File: src/rtl/mcpu_prog_loader.sv
// Boot loader for MCPU: takes a COUNT/data/CHK byte stream, writes 16-bit words
// into program RAM and releases the CPU reset once the checksum matches.
module mcpu_prog_loader #(
  parameter int WORD_WIDTH = 16,
  parameter int ADDR_WIDTH = 8,
  parameter bit CLEAR_MEM  = 1'b1
) (
  input  logic                  clock,
  input  logic                  reset,
  input  logic                  start,
  input  logic [7:0]            in_data,
  input  logic                  in_valid,
  output logic                  in_ready,
  output logic                  mem_we,
  output logic [ADDR_WIDTH-1:0] mem_addr,
  output logic [WORD_WIDTH-1:0] mem_wdata,
  output logic                  cpu_reset,
  output logic                  done,
  output logic                  error
);

  typedef enum logic [3:0] {
    S_IDLE, S_CLEAR, S_HDR, S_HI, S_LO, S_WR, S_CHK, S_DONE, S_ERR
  } state_t;

  state_t                state, state_next;
  logic [ADDR_WIDTH:0]   count, count_next;
  logic [ADDR_WIDTH:0]   index, index_next;
  logic [ADDR_WIDTH:0]   index_inc;
  logic [7:0]            chk, chk_next;
  logic [7:0]            hi, hi_next;
  logic [ADDR_WIDTH-1:0] addr_next;
  logic [WORD_WIDTH-1:0] wdata_next;
  logic                  xfer;

  assign xfer      = in_valid && in_ready;
  assign index_inc = index + 1'b1;

  always_comb begin
    state_next = state;
    count_next = count;
    index_next = index;
    chk_next   = chk;
    hi_next    = hi;
    addr_next  = mem_addr;
    wdata_next = mem_wdata;
    case (state)
      S_IDLE, S_DONE, S_ERR: begin
        if (start) begin
          if (CLEAR_MEM) begin
            state_next = S_CLEAR;
            addr_next  = '0;
            wdata_next = '0;
          end else begin
            state_next = S_HDR;
          end
        end
      end
      // mem_addr is the address being zeroed this cycle; advance until the top
      S_CLEAR: begin
        if (mem_addr == '1) state_next = S_HDR;
        else                addr_next  = mem_addr + 1'b1;
      end
      S_HDR: begin
        if (xfer) begin
          // COUNT of zero stands for a full 2**ADDR_WIDTH-word image
          if (in_data == 8'h00) count_next = {1'b1, {ADDR_WIDTH{1'b0}}};
          else                  count_next = (ADDR_WIDTH+1)'(in_data);
          chk_next   = in_data;
          index_next = '0;
          state_next = S_HI;
        end
      end
      S_HI: begin
        if (xfer) begin
          hi_next    = in_data;
          chk_next   = chk ^ in_data;
          state_next = S_LO;
        end
      end
      S_LO: begin
        if (xfer) begin
          chk_next   = chk ^ in_data;
          addr_next  = index[ADDR_WIDTH-1:0];
          wdata_next = {hi, in_data};
          state_next = S_WR;
        end
      end
      S_WR: begin
        index_next = index_inc;
        state_next = (index_inc == count) ? S_CHK : S_HI;
      end
      S_CHK: begin
        if (xfer) state_next = (in_data == chk) ? S_DONE : S_ERR;
      end
      default: state_next = S_IDLE;
    endcase
  end

  // Outputs are registered from the next state so they line up with the state they describe
  always_ff @(posedge clock or negedge reset) begin
    if (!reset) begin
      state     <= S_IDLE;
      count     <= '0;
      index     <= '0;
      chk       <= '0;
      hi        <= '0;
      in_ready  <= 1'b0;
      mem_we    <= 1'b0;
      mem_addr  <= '0;
      mem_wdata <= '0;
      cpu_reset <= 1'b1;
      done      <= 1'b0;
      error     <= 1'b0;
    end else begin
      state     <= state_next;
      count     <= count_next;
      index     <= index_next;
      chk       <= chk_next;
      hi        <= hi_next;
      mem_addr  <= addr_next;
      mem_wdata <= wdata_next;
      mem_we    <= (state_next == S_CLEAR) || (state_next == S_WR);
      in_ready  <= (state_next == S_HDR) || (state_next == S_HI) ||
                   (state_next == S_LO)  || (state_next == S_CHK);
      cpu_reset <= (state_next != S_DONE);
      done      <= (state_next == S_DONE);
      error     <= (state_next == S_ERR);
    end
  end

endmodule

File: config.mk
export PLATFORM = sky130hd
export DESIGN_NAME = mcpu_prog_loader
export DESIGN_NICKNAME = d
export VERILOG_FILES = /design/src/rtl/mcpu_prog_loader.sv
export SDC_FILE = /design/constraint.sdc
export NUM_CORES = 1
export LEC_CHECK = 0
export ABC_AREA = 1
export BUFFER_PORTS_ARGS = -buffer_cell sky130_fd_sc_hd__buf_2
export CAP_MARGIN = 0
export CORE_ASPECT_RATIO = 1.4
export CORE_MARGIN = 1.5
export CORE_UTILIZATION = 58
export DETAILED_ROUTE_END_ITERATION = 16
export GPL_TIMING_DRIVEN = 0
export PLACE_DENSITY = 0.79
export RECOVER_POWER = 100
export SLEW_MARGIN = 15
export SYNTH_ARGS = -nofsm -noshare
export SYNTH_HDL_FRONTEND = slang
export SYNTH_SLANG_ARGS = --single-unit
File: constraint.sdc
create_clock -name clock -period 2.4 [get_ports clock]
set_input_delay 0.24 -clock clock [delete_from_list [all_inputs] [get_ports clock]]
set_output_delay 0.24 -clock clock [all_outputs]
set_load 0.05 [all_outputs]
* Yosys cells after proc, flatten, opt, wreduce, memory -nomap -nowiden
Cells that the tools add are included.
** Cells by class
- Add/sub/neg operators :: 2
- Equality and inequality tests :: 25
- Mux-type cells :: 22
- Bitwise operators :: 1
- Reductions and logical operators :: 19
** Operators with widths (number)
- $mux 8 :: 5
- $eq 4x3->1 const B :: 8
- $mux 16 :: 2
- $pmux 16 s2 :: 1
- $mux 4 :: 7
- $pmux 4 s7 :: 1
- $pmux 8 s3 :: 1
- $mux 9 :: 2
- $pmux 9 s2 :: 1
- $eq 4x2->1 const B :: 4
- $pmux 8 s2 :: 1
- $add 9x1->9 const B :: 1
- $eq 9x9->1 :: 1
- $add 8x1->8 const B :: 1
- $eq 4x1->1 const B :: 2
- $eq 4x4->1 const B :: 2
- $eq 8x8->1 :: 1
- $eq 8x8->1 const B :: 1
- $logic_not 8->1 :: 1
- $ne 2x2->1 const B :: 4
- $xor 8x8->8 :: 1
- $reduce_and 2->1 :: 3
- $reduce_and 3->1 :: 2
- $reduce_bool 2->1 :: 3
- 10 further kinds :: 13
** Word-level totals
- Register bits after elaboration :: 67
- Input port bits :: 12
- Output and inout port bits :: 29
- Logic and storage cells :: 81

* Longest topological paths before layout
Gate-level depths: netlist (run 1).
- Depth after elaboration :: 8
- Mapped depth :: 14

* Least setup slack after synthesis (run 1)
OpenSTA, ideal clock, no wires.
- Path type :: register -> register
- From :: reg mem_addr[0]
- To :: reg mem_addr[0]
- Setup time :: 0.122 ns
- Arrival :: 1.917 ns
- Data required time :: 2.278 ns
- Slack :: 0.361 ns
- Stages on the path, launching flop included :: 14
- Path buffers :: 1
- Period minus slack after synthesis :: 2.039 ns
- Cell sequence :: dfrtp_1 > ha_1 > nand2_1 > inv_1 > nand2_1 > nor2_1 > nand4_1 > inv_1 > nand2_2 > nand2_1 > nor2_4 > buf_6 > nand2_1 > o21ai_1
** Between the ends
- Word-level cells in the longest chain between the ends :: 3
** Ends and longest elaborated chain
- from (decl) :: line 15 : output logic [ADDR_WIDTH-1:0] mem_addr,
- from (signal assigned) :: line 121 : mem_addr <= addr_next;
- $add 8x1->8 / $eq 8x8->1 (equally long branches) :: line 62, 61
- $mux 8 / $ne 2x2->1 (equally long branches)
- $pmux 8 s3 / $reduce_and 4->1 (equally long branches)
Several ways; a longest one is shown, not always the timed one. The select of a mux whose other input is x is not followed.
A chain may end at the register's enable or synchronous reset.

* Worst setup path after layout (run 1)
- From :: reg state[2]
- To :: reg mem_addr[1]
** Between the ends
- Word-level cells in the longest chain between the ends :: 4
** Ends and longest elaborated chain
- from (decl) :: line 26 : state_t state, state_next;
- from (signal assigned) :: line 116 : state <= state_next;
- $eq 4x3->1 (tied with other cells) :: line 47 : case (state)
- $reduce_or 3->1 :: line 47
- $ne 2x2->1 (no line) / $reduce_bool 3->1 (equally long branches)
- $reduce_and 4->1 (no line)
Several ways; a longest one is shown, not always the timed one.

==> flow_metrics.env, run 1 <==
export IMPL_worstMarginPinSlew_ns=1.03
export IMPL_min_path_type="input pin to register"
export IMPL_hold_end="count[8]"
export IMPL_cts_clk_slew_worst_paths_ns=0.08
export IMPL_seqCellArea_mm2=0.00168
export IMPL_final_net_count=501
export IMPL_synthSimpleGateAreaFrac_pct=28.9
export IMPL_overflow=0
export IMPL_multi_input_area_mm2=0.00157
export IMPL_die_w_um=68.9
export IMPL_fin_ws_ns=0.339
export IMPL_cts_setup_buffers=0
export IMPL_p_leak_nw=1.98
export IMPL_r2r_end="mem_addr[1]"
export IMPL_finalHoldViolCount=0
export IMPL_syn_area_mm2=0.00353
export IMPL_dieArea_mm2=0.00657
export IMPL_setup_viol=0
export IMPL_synth_compound_area_share_pct=12.2
export IMPL_reg2reg_depth=10
export IMPL_route_detailed_drc=0
export IMPL_outcome="completed"
export IMPL_place_area_mm2=0.00385
export IMPL_placementRows=33
export IMPL_worstPathMaxFanout=10
export IMPL_instances_no_fill=562
export IMPL_fin_area_mm2=0.00394
export IMPL_top_layer="met4"
export IMPL_grt_pass1_wl_um=13800
export IMPL_start_util_pct=60.2
export IMPL_ant_nets=0
export IMPL_met2_length_um=4490
export IMPL_muxShareOfSynthArea_pct=0.957
export IMPL_synthXorXnorAreaFrac_pct=2.98
export IMPL_timing_final_crit_share_pct=85.9
export IMPL_die_y_um=95.3
export IMPL_ys_types=36
export IMPL_synthTopCellsByArea="dfrtp_1 47%, nand2_1 12%, nand3_1 5.4%"
export IMPL_io_pins=41
export IMPL_yosys_area_top_type="dfrtp_1"
export IMPL_wl_per_cell_um=14.9
export IMPL_min_from="in_data[7]"
export IMPL_grt_usage_pct=28.7
export IMPL_area_delta_synth_final_pct=11.7
export IMPL_crit_type="register to register"
export IMPL_dp_cells=545
export IMPL_grt_max_degree=49
export IMPL_synth_top_family_by_area="simple AND/OR/NAND/NOR gates"
export IMPL_max_clock_freq_mhz=485
export IMPL_cts_buffer_depth=2
export IMPL_place_gp_congestion=0.920
export IMPL_synth_net_count=448
export IMPL_num_antenna_cells=0
export IMPL_drive_gt1_share_pct=13.2
export IMPL_drt_met1_wl_um=3290
export IMPL_clk_latency_ns=0.35
export IMPL_rsz0062_at_grt="no"
export IMPL_dp_hpwl_um=6140
export IMPL_cts_buffers=9
export IMPL_ys_warn_count=0
export IMPL_seq_area_frac_synth_pct=47.6
export IMPL_tns_ns=0
export IMPL_powerDensity_mw_per_mm2=1040
export IMPL_hold_depth=2
export IMPL_synthAdderAreaFrac_pct=0.709
export IMPL_route_met3_wl_um=365
export IMPL_synth_cells=434
export IMPL_worstPathArrival_ns=2.33
export IMPL_synth_top_area_share_pct=46.8
export IMPL_core_area_mm2=0.00586
export IMPL_cts_root_buf="clkbuf_8"
export IMPL_antenna_found_initial=0
export IMPL_cts_tree="built"
export IMPL_routed_wl_um=8390
export IMPL_peakVddDrop_v=0.000490
export IMPL_fillerInstances=515
export IMPL_worstPathRequired_ns=2.67
export IMPL_dp_slack_ns=0.504
export IMPL_drv_cap=0
export IMPL_clock_sinks=67
export IMPL_vias=3126
export IMPL_r2r_start="state[2]"
export IMPL_grt_pass1_vias=3072
export IMPL_drtIter0Drc=186
export IMPL_port_buffers=40
export IMPL_drv_slew=0
export IMPL_slew_headroom_pct=31.5
export IMPL_ys_seq_elements=67
export IMPL_critPathCaptureType="register"
export IMPL_syn_area_per_cell_um2=8.13
export IMPL_r2r_setup_slack_ns=0.34
export IMPL_period_minus_slack_ns=2.06
export IMPL_vias_per_cell=5.56
export IMPL_drt_pass1_iterations=5
export IMPL_fin_skew_ns=0.0115
export IMPL_cp_start_kind="register"
export IMPL_h_tree_depth=3
## where the power goes
group | leakage [nW] | internal (W) | switching [W]
clock network | 0.0991 | 0.000503 | 0.000441
registers | 0.852 | 0.00133 | 0.000231
logic | 1.03 | 0.000498 | 0.00110
total | 1.98 | 0.00233 | 0.00177
## cells in the final DEF, fill, tap and decap left out, drive strengths merged, types with 6 or more instances in the layout
| cell type | netlist | final |
|---|---|---|
| nand2 | 126 | 126 |
| dfrtp | 66 | 66 |
| clkbuf | 5 | 48 |
| inv | 47 | 46 |
| nand3 | 41 | 41 |
| o21ai | 40 | 40 |
| nor2 | 39 | 39 |
| buf | 5 | 14 |
| xor2 | 10 | 10 |
| a21oi | 10 | 10 |
| o21a | 8 | 8 |
| o22ai | 7 | 7 |
| nand3b | 6 | 6 |
## how the worst max path moves through the flow
stage / slack, ns / endpoint / cells past startpoint / from
global placement: 0.54 / done / 14 / index[0]
detailed placement: 0.50 / mem_addr[1] / 13 / mem_addr[0]
finish: 0.34 / mem_addr[1] / 10 / state[2]
CTS: 0.45 / done / 14 / index[0]
floorplan: 0.36 / mem_addr[0] / 13 / mem_addr[0]
global route: 0.10 / mem_addr[0] / 11 / state[2]
## stage by stage
| step | util (%) | power [W] | hold WS (ns) |
|---|---|---|---|
| floorplan | - | 0.00283 | -0.0556 |
| global placement | 65.1 | 0.00315 | 0.468 |
| detailed placement | 65.6 | 0.00322 | 0.145 |
| CTS | 69.1 | 0.00417 | 0.155 |
| global route | 67.2 | 0.00439 | 0.164 |
| finish | 67.2 | 0.00411 | 0.181 |
## layer usage
layer / GRT usage, % / vias to the layer above
met5: 0 / -
met2: 50.2 / 98
met4: 13.2 / 0
met3: 5.67 / 24
met1: 32.8 / 1475
li1: - / 1529
## synth_stat cells
library cell / instances
mux2_2: 3
nand2_1: 115
buf_4: 3
o21ai_0: 22
nor2_1: 26
o21ai_2: 1
inv_1: 34
nor2_4: 6
o21ai_1: 17
a31o_2: 1
nand3_1: 38
a21oi_1: 9
a21oi_2: 1
dfrtp_1: 66
o22ai_1: 7
nand3_2: 3
inv_4: 1
dfstp_2: 1
o21a_1: 8
buf_6: 1
a31oi_1: 2
o32ai_1: 3
inv_2: 12
xor2_1: 10
nand3b_1: 6
clkbuf_1: 5
buf_2: 1
nor2_2: 7
o41ai_1: 1
or2_2: 1
nand4_1: 3
nor3_1: 4
a31oi_2: 1
nand2_2: 11
xnor2_1: 2
ha_1: 2
## registers in the layout (all words and copies together) (netlist names)
name	flops
mem_wdata	16
count	9
index	9
chk	8
hi	8
mem_addr	8
state	4
cpu_reset	1
done	1
error	1
in_ready	1
mem_we	1
## worst max-delay path, cell delays in order (launching register included)
cell,delay [ns]
dfrtp_1,0.41
nand2_1,0.13
inv_2,0.06
nand2_1,0.23
inv_1,0.14
nor2_2,0.41
nand2_1,0.09
nand2_1,0.10
nor2_2,0.09
buf_6,0.15
o21ai_0,0.17
## repair_timing
| action | 4_1_cts | 5_1_grt |
|---|---|---|
| gates resized for setup | 0 | 0 |
| hold endpoints to repair | 19 | 0 |
| hold buffers | 1 | 0 |
## kinds of logic (layout without fill, tap and decap cells)
group,count (synthesis),in the layout
AO/OA/AOI/OAI,73,73
XOR/XNOR,12,12
adder cells (fa/ha/maj),2,2
buffers and inverters,57,115
flip-flops,67,67
multiplexers,3,3
AND/OR/NAND/NOR,220,220
## final cells by class
type / count / share of cell area [%]
tap: 70 / 2.22
clock buffer: 11 / 3.59
clock inverter: 5 / 1.33
buffer: 10 / 1.43
timing repair buffer: 42 / 4.57
sequential: 67 / 42.6
inverter: 47 / 4.54
multi-input combinational: 310 / 39.8
Power figures use the tool's default switching activity.
==> inputs of run 2 (changes only) <==
--- a/config.mk
+++ b/config.mk
@@ -11,3 +11,2 @@
 export CORE_ASPECT_RATIO = 1.4
-export CORE_MARGIN = 1.5
 export CORE_UTILIZATION = 58
--- a/constraint.sdc
+++ b/constraint.sdc
@@ -3,2 +3,2 @@
 set_output_delay 0.24 -clock clock [all_outputs]
-set_load 0.05 [all_outputs]
+set_load 0.01 [all_outputs]
==> flow_metrics.env, run 2 (synthesis results as in run 1) <==
export IMPL_area_delta_synth_final_pct=12.7
export IMPL_powerDensity_mw_per_mm2=1010
export IMPL_critPathCaptureType="register"
export IMPL_internal_power_w=0.00243
export IMPL_vias_per_cell=5.53
export IMPL_r2r_end="mem_addr[0]"
export IMPL_worstMarginPinSlew_ns=1.11
export IMPL_drv_cap=0
export IMPL_switching_share_pct=39.4
export IMPL_final_core_util_pct=67.8
export IMPL_dp_cells=545
export IMPL_p_seq_share_pct=39.0
export IMPL_final_cell_mix="120 x nand2_1, 66 x dfrtp_1, 39 x nand3_1"
export IMPL_cts_setup_buffers=0
export IMPL_fillerInstances=530
export IMPL_setup_viol=0
export IMPL_finalHoldViolCount=0
export IMPL_outcome="completed"
export IMPL_clk_latency_ns=0.37
export IMPL_instances_no_fill=562
export IMPL_route_detailed_drc=0
export IMPL_p_sw_w=0.00158
export IMPL_routed_wl_um=8230
export IMPL_fin_skew_ns=0.0142
export IMPL_p_leak_nw=1.99
export IMPL_grt_pass1_vias=2967
export IMPL_clock_sinks=67
export IMPL_final_net_count=501
export IMPL_num_antenna_cells=0
export IMPL_hold_end="count[8]"
export IMPL_grt_pass1_wl_um=13700
export IMPL_rsz0062_at_grt="no"
export IMPL_peakVddDrop_v=0.000649
export IMPL_cts_clk_slew_worst_paths_ns=0.08
export IMPL_ant_nets=0
export IMPL_drv_slew=0
export IMPL_core_area_mm2=0.00586
export IMPL_min_path_type="input pin to register"
export IMPL_slew_headroom_pct=26.0
export IMPL_port_buffers=40
export IMPL_cts_buffers=9
export IMPL_power_frac_clock_pct=26.6
export IMPL_h_tree_depth=3
export IMPL_grt_max_degree=49
export IMPL_cp_start_kind="register"
export IMPL_drive_gt1_share_pct=13.2
export IMPL_cts_tree="built"
export IMPL_min_from="in_data[7]"
export IMPL_place_gp_congestion=0.911
export IMPL_worstPathArrival_ns=2.29
export IMPL_drtIter0Drc=187
export IMPL_io_pins=41
export IMPL_tns_ns=0
export IMPL_crit_type="register to register"
export IMPL_cts_buffer_depth=2
export IMPL_dp_hpwl_um=5970
export IMPL_die_w_um=67.9
export IMPL_start_util_pct=60.2
export IMPL_timing_hold_ws_ns=0.142
export IMPL_worstPathRequired_ns=2.65
export IMPL_overflow=0
export IMPL_largest_reg_flops=16
export IMPL_vias=3109
export IMPL_finalPower_w=0.00400
export IMPL_antenna_found_initial=0
export IMPL_top_regs="mem_wdata x16, count x9, index x9"
export IMPL_timing_final_crit_share_pct=85.0
export IMPL_reg2reg_depth=11
export IMPL_r2r_setup_slack_ns=0.36
export IMPL_grt_usage_pct=29.6
export IMPL_wl_per_cell_um=14.6
export IMPL_p_comb_share_pct=34.4
export IMPL_r2r_start="state[2]"
export IMPL_drt_pass1_iterations=4
export IMPL_worstPathMaxFanout=10
export IMPL_period_minus_slack_ns=2.04
export IMPL_max_clock_freq_mhz=490
export IMPL_placementRows=33
export IMPL_cts_root_buf="clkbuf_8"
export IMPL_dieArea_mm2=0.00640
export IMPL_largest_register="mem_wdata"
export IMPL_die_y_um=94.3
export IMPL_final_common_cell="nand2_1"
export IMPL_hold_depth=2
run 2: changes by cell type in the layout (fill, tap and decap cells not counted), sizes merged:
cell	previous run	this run
bufinv	1	2
clkbuf	48	46
clkinv	4	5
run 2: repair_timing:
action | 4_1_cts | 5_1_grt
hold buffers | 1 | 0
setup endpoints to repair | 0 | 0
endpoints found under the hold margin | 18 | 0
resized for setup | 0 | 0
run 2: layer usage:
metal | track usage, % | vias up | part of all wire [%]
li1 | - | 1527 | -
met1 | 33.9 | 1466 | 41
met2 | 51.6 | 95 | 52
met3 | 3.40 | 21 | 3.7
met4 | 16.0 | 0 | 3.2
met5 | 0 | - | 0
run 2: power groups by stage:
stage | sequential, W | combinational, W | clock [W]
floorplan | 0.00156 | 0.00105 | 0
global placement | 0.00157 | 0.00136 | 0
detailed placement | 0.00158 | 0.00141 | 0
CTS | 0.00156 | 0.00142 | 0.00107
global route | 0.00160 | 0.00158 | 0.00111
finish | 0.00156 | 0.00138 | 0.00107
run 2: final cells by class:
cell class	count	area [um2]	area share [%]
Timing Repair Buffer	42	180	4.53
Clock inverter	7	103	2.58
Inverter	47	179	4.50
Buffer	10	56.3	1.42
Tap cell	70	87.6	2.20
Sequential cell	67	1680	42.2
Clock buffer	9	124	3.11
Multi-Input combinational cell	310	1570	39.5
run 2: how the worst max path moves through the flow:
stage	slack (ns)	to	startpoint
floorplan	0.72	mem_addr[0]	mem_addr[0]
global placement	0.53	done	index[0]
detailed placement	0.47	done	index[0]
CTS	0.46	done	index[0]
global route	0.13	mem_wdata[13]	state[2]
finish	0.36	mem_addr[0]	state[2]
run 2: worst max-delay path: stages (launching register included):
cell	delay [ns]
dfrtp_1	0.41
nand2_1	0.12
inv_1	0.08
nand2_1	0.24
inv_1	0.14
nor2_2	0.41
nand2_1	0.09
nand2_1	0.10
nor2_2	0.08
buf_6	0.15
nand2_1	0.05
o21ai_1	0.06
run 2: through the flow:
stage / setup slack (ns) / cell area [um2]
after floorplan: 0.717 / 3530
after CTS: 0.455 / 4080
after global placement: 0.526 / 3820
after global routing: 0.128 / 3980
after detailed placement: 0.469 / 3850
final: 0.360 / 3980
==> inputs of run 3 (changes only) <==
ABC_AREA = default   (was 1)
==> flow_metrics.env, run 3 <==
export IMPL_cts_tree="built"
export IMPL_vias=2957
export IMPL_num_antenna_cells=0
export IMPL_grt_pass1_vias=2798
export IMPL_start_util_pct=60.0
export IMPL_synth_ff_type="dfrtp_1"
export IMPL_drtIter0Drc=253
export IMPL_final_cell_mix="65 x dfrtp_1, 40 x clkbuf_1, 37 x nand2_1"
export IMPL_place_gp_congestion=0.911
export IMPL_crit_type="register to register"
export IMPL_critPathCaptureType="register"
export IMPL_port_buffers=40
export IMPL_r2r_end="in_ready"
export IMPL_slowest_delay_ns=0.46
export IMPL_drt_pass1_iterations=5
export IMPL_powerDensity_mw_per_mm2=1080
export IMPL_final_common_cell="dfrtp_1"
export IMPL_worstPathArrival_ns=2.57
export IMPL_area_delta_synth_final_pct=15.4
export IMPL_largest_reg_flops=16
export IMPL_synth_cells=373
export IMPL_worstPathRequired_ns=2.67
export IMPL_synthTopCellsByArea="dfrtp_1 47%, o21ai_0 5.3%, mux2_2 5.1%"
export IMPL_hold_end="chk[0]"
export IMPL_grt_pass1_wl_um=13000
export IMPL_slew_headroom_pct=48.6
export IMPL_grt_max_degree=60
export IMPL_setup_viol=0
export IMPL_drive_gt1_share_pct=15.2
export IMPL_cts_root_buf="clkbuf_8"
export IMPL_route_detailed_drc=0
export IMPL_die_w_um=67.8
export IMPL_dp_cells=484
export IMPL_place_area_mm2=0.00383
export IMPL_antenna_found_initial=0
export IMPL_hold_depth=3
export IMPL_io_pins=41
export IMPL_slowest_stage="dfrtp_2"
export IMPL_die_y_um=94.1
export IMPL_r2r_setup_slack_ns=0.10
export IMPL_synthArstFlopShare_pct=100
export IMPL_fin_ws_ns=0.101
export IMPL_fin_skew_ns=0.00983
export IMPL_h_tree_depth=3
export IMPL_cts_buffers=9
export IMPL_reg2reg_depth=9
export IMPL_worstPathMaxFanout=10
export IMPL_timing_final_crit_share_pct=95.8
export IMPL_synth_common_cells="66 x dfrtp_1, 37 x nand2_1, 37 x o21ai_0, 28 x nand3_1, 24 x inv_1"
export IMPL_min_path_type="input pin to register"
export IMPL_clock_sinks=67
export IMPL_instances_no_fill=504
export IMPL_worstMarginPinSlew_ns=0.769
export IMPL_syn_area_mm2=0.00352
export IMPL_core_area_mm2=0.00586
export IMPL_ant_nets=0
export IMPL_largest_register="mem_wdata"
export IMPL_overflow=0
export IMPL_finalHoldViolCount=0
export IMPL_cts_clk_slew_worst_paths_ns=0.08
export IMPL_synth_edff_count=0
export IMPL_p_leak_nw=1.70
export IMPL_ys_warn_count=0
export IMPL_yosysMostFrequentCell="dfrtp_1"
export IMPL_yosys_area_top_type="dfrtp_1"
export IMPL_dp_slack_ns=-0.103
export IMPL_ys_types=51
export IMPL_min_from="in_data[0]"
export IMPL_r2r_start="index[0]"
export IMPL_grt_usage_pct=27.4
export IMPL_dieArea_mm2=0.00638
export IMPL_dp_hpwl_um=5660
export IMPL_top_regs="mem_wdata x16, count x9, index x9"
export IMPL_max_clock_freq_mhz=435
export IMPL_syn_area_per_cell_um2=9.43
export IMPL_placementRows=33
export IMPL_ys_seq_elements=67
export IMPL_outcome="completed"
export IMPL_peakVddDrop_v=0.000787
export IMPL_fin_area_mm2=0.00406
export IMPL_final_net_count=443
export IMPL_critPathLaunch="index[0]"
export IMPL_drv_slew=0
export IMPL_drv_cap=0
export IMPL_clk_latency_ns=0.34
export IMPL_wl_per_cell_um=15.9
export IMPL_seq_area_frac_synth_pct=47.7
export IMPL_period_minus_slack_ns=2.30
export IMPL_routed_wl_um=8000
export IMPL_crit_chain="ha_1 -> buf_4 -> and3_1 -> and3_4 -> xnor2_1 -> a211o_1 -> nor3_2 -> a21o_1 -> mux2i_1"
export IMPL_cp_start_kind="register"
export IMPL_vias_per_cell=5.87
export IMPL_synth_top_area_share_pct=47.0
export IMPL_synth_net_count=387
export IMPL_cts_buffer_depth=2
-- run 3: power by group --
part           total, W  internal, W  switching, W
Clock          0.000979     0.000517      0.000462
Sequential      0.00176      0.00146      0.000299
Combinational   0.00163     0.000695      0.000935
Total           0.00437      0.00267       0.00170
-- run 3: critical path: cells and delay by family, from the launching register on --
kind	cells	cell delay (ns)
flip-flops	1	0.46
AO/OA/AOI/OAI	2	0.45
AND/OR/NAND/NOR	3	0.60
XOR/XNOR	1	0.15
multiplexers	1	0.19
buffers and inverters	1	0.16
adder cells (fa/ha/maj)	1	0.21
-- run 3: how the worst max path moves through the flow --
| stage | cells after the start | to | slack [ns] |
|---|---|---|---|
| after global placement | 9 | in_ready | -0.07 |
| after CTS | 9 | in_ready | 0.01 |
| after floorplan | 9 | in_ready | 0.28 |
| after global routing | 9 | in_ready | -0.005 |
| final | 9 | in_ready | 0.10 |
| after detailed placement | 9 | done | -0.10 |
-- run 3: cells by family after synthesis --
logic type | after synthesis | share of synthesized area, %
and+or+nand+nor | 130 | 18.7
AOI/OAI and AO/OA | 81 | 14.0
DFF | 67 | 47.7
buffers and inverters | 45 | 5.77
xor gates and xnor gates | 30 | 7.47
muxes | 18 | 5.69
adders and majority gates | 2 | 0.712
-- run 3: repair_timing --
item / in CTS / in global routing
hold buffers: 1 / 0
setup buffers: 0 / 4
gates resized for setup: 2 / 7
hold endpoints to repair: 63 / 0
pin swaps: 0 / 3
setup endpoints to repair: 4 / 29
-- run 3: area by class of cell --
class                           count  area [um2]
Clock inverter                      6        71.3
Sequential cell                    67        1680
Clock buffer                       10         138
Buffer                             20         105
Inverter                           24        90.1
Tap cell                           70        87.6
Multi-Input combinational cell    261        1660
Fill cell                         479        1810
Timing Repair Buffer               46         230
-- run 3: through the flow --
step	utilization [%]	total power, W	TNS [ns]	hold WS, ns
floorplan	-	0.00293	0	-0.0556
global placement	64.9	0.00330	-0.150	0.476
detailed placement	65.4	0.00337	-0.230	0.0805
CTS	69.2	0.00437	0	0.216
global route	69.2	0.00466	-0.00459	0.232
finish	69.2	0.00437	0	0.220
-- run 3: metal layers --
| layer | vias up | part of all wire (%) | GRT usage (%) |
|---|---|---|---|
| li1 | 1413 | - | - |
| met1 | 1421 | 42 | 33.8 |
| met2 | 104 | 51 | 46.0 |
| met3 | 19 | 4.1 | 3.64 |
| met4 | 0 | 2.6 | 13.0 |
| met5 | - | 0 | 0 |
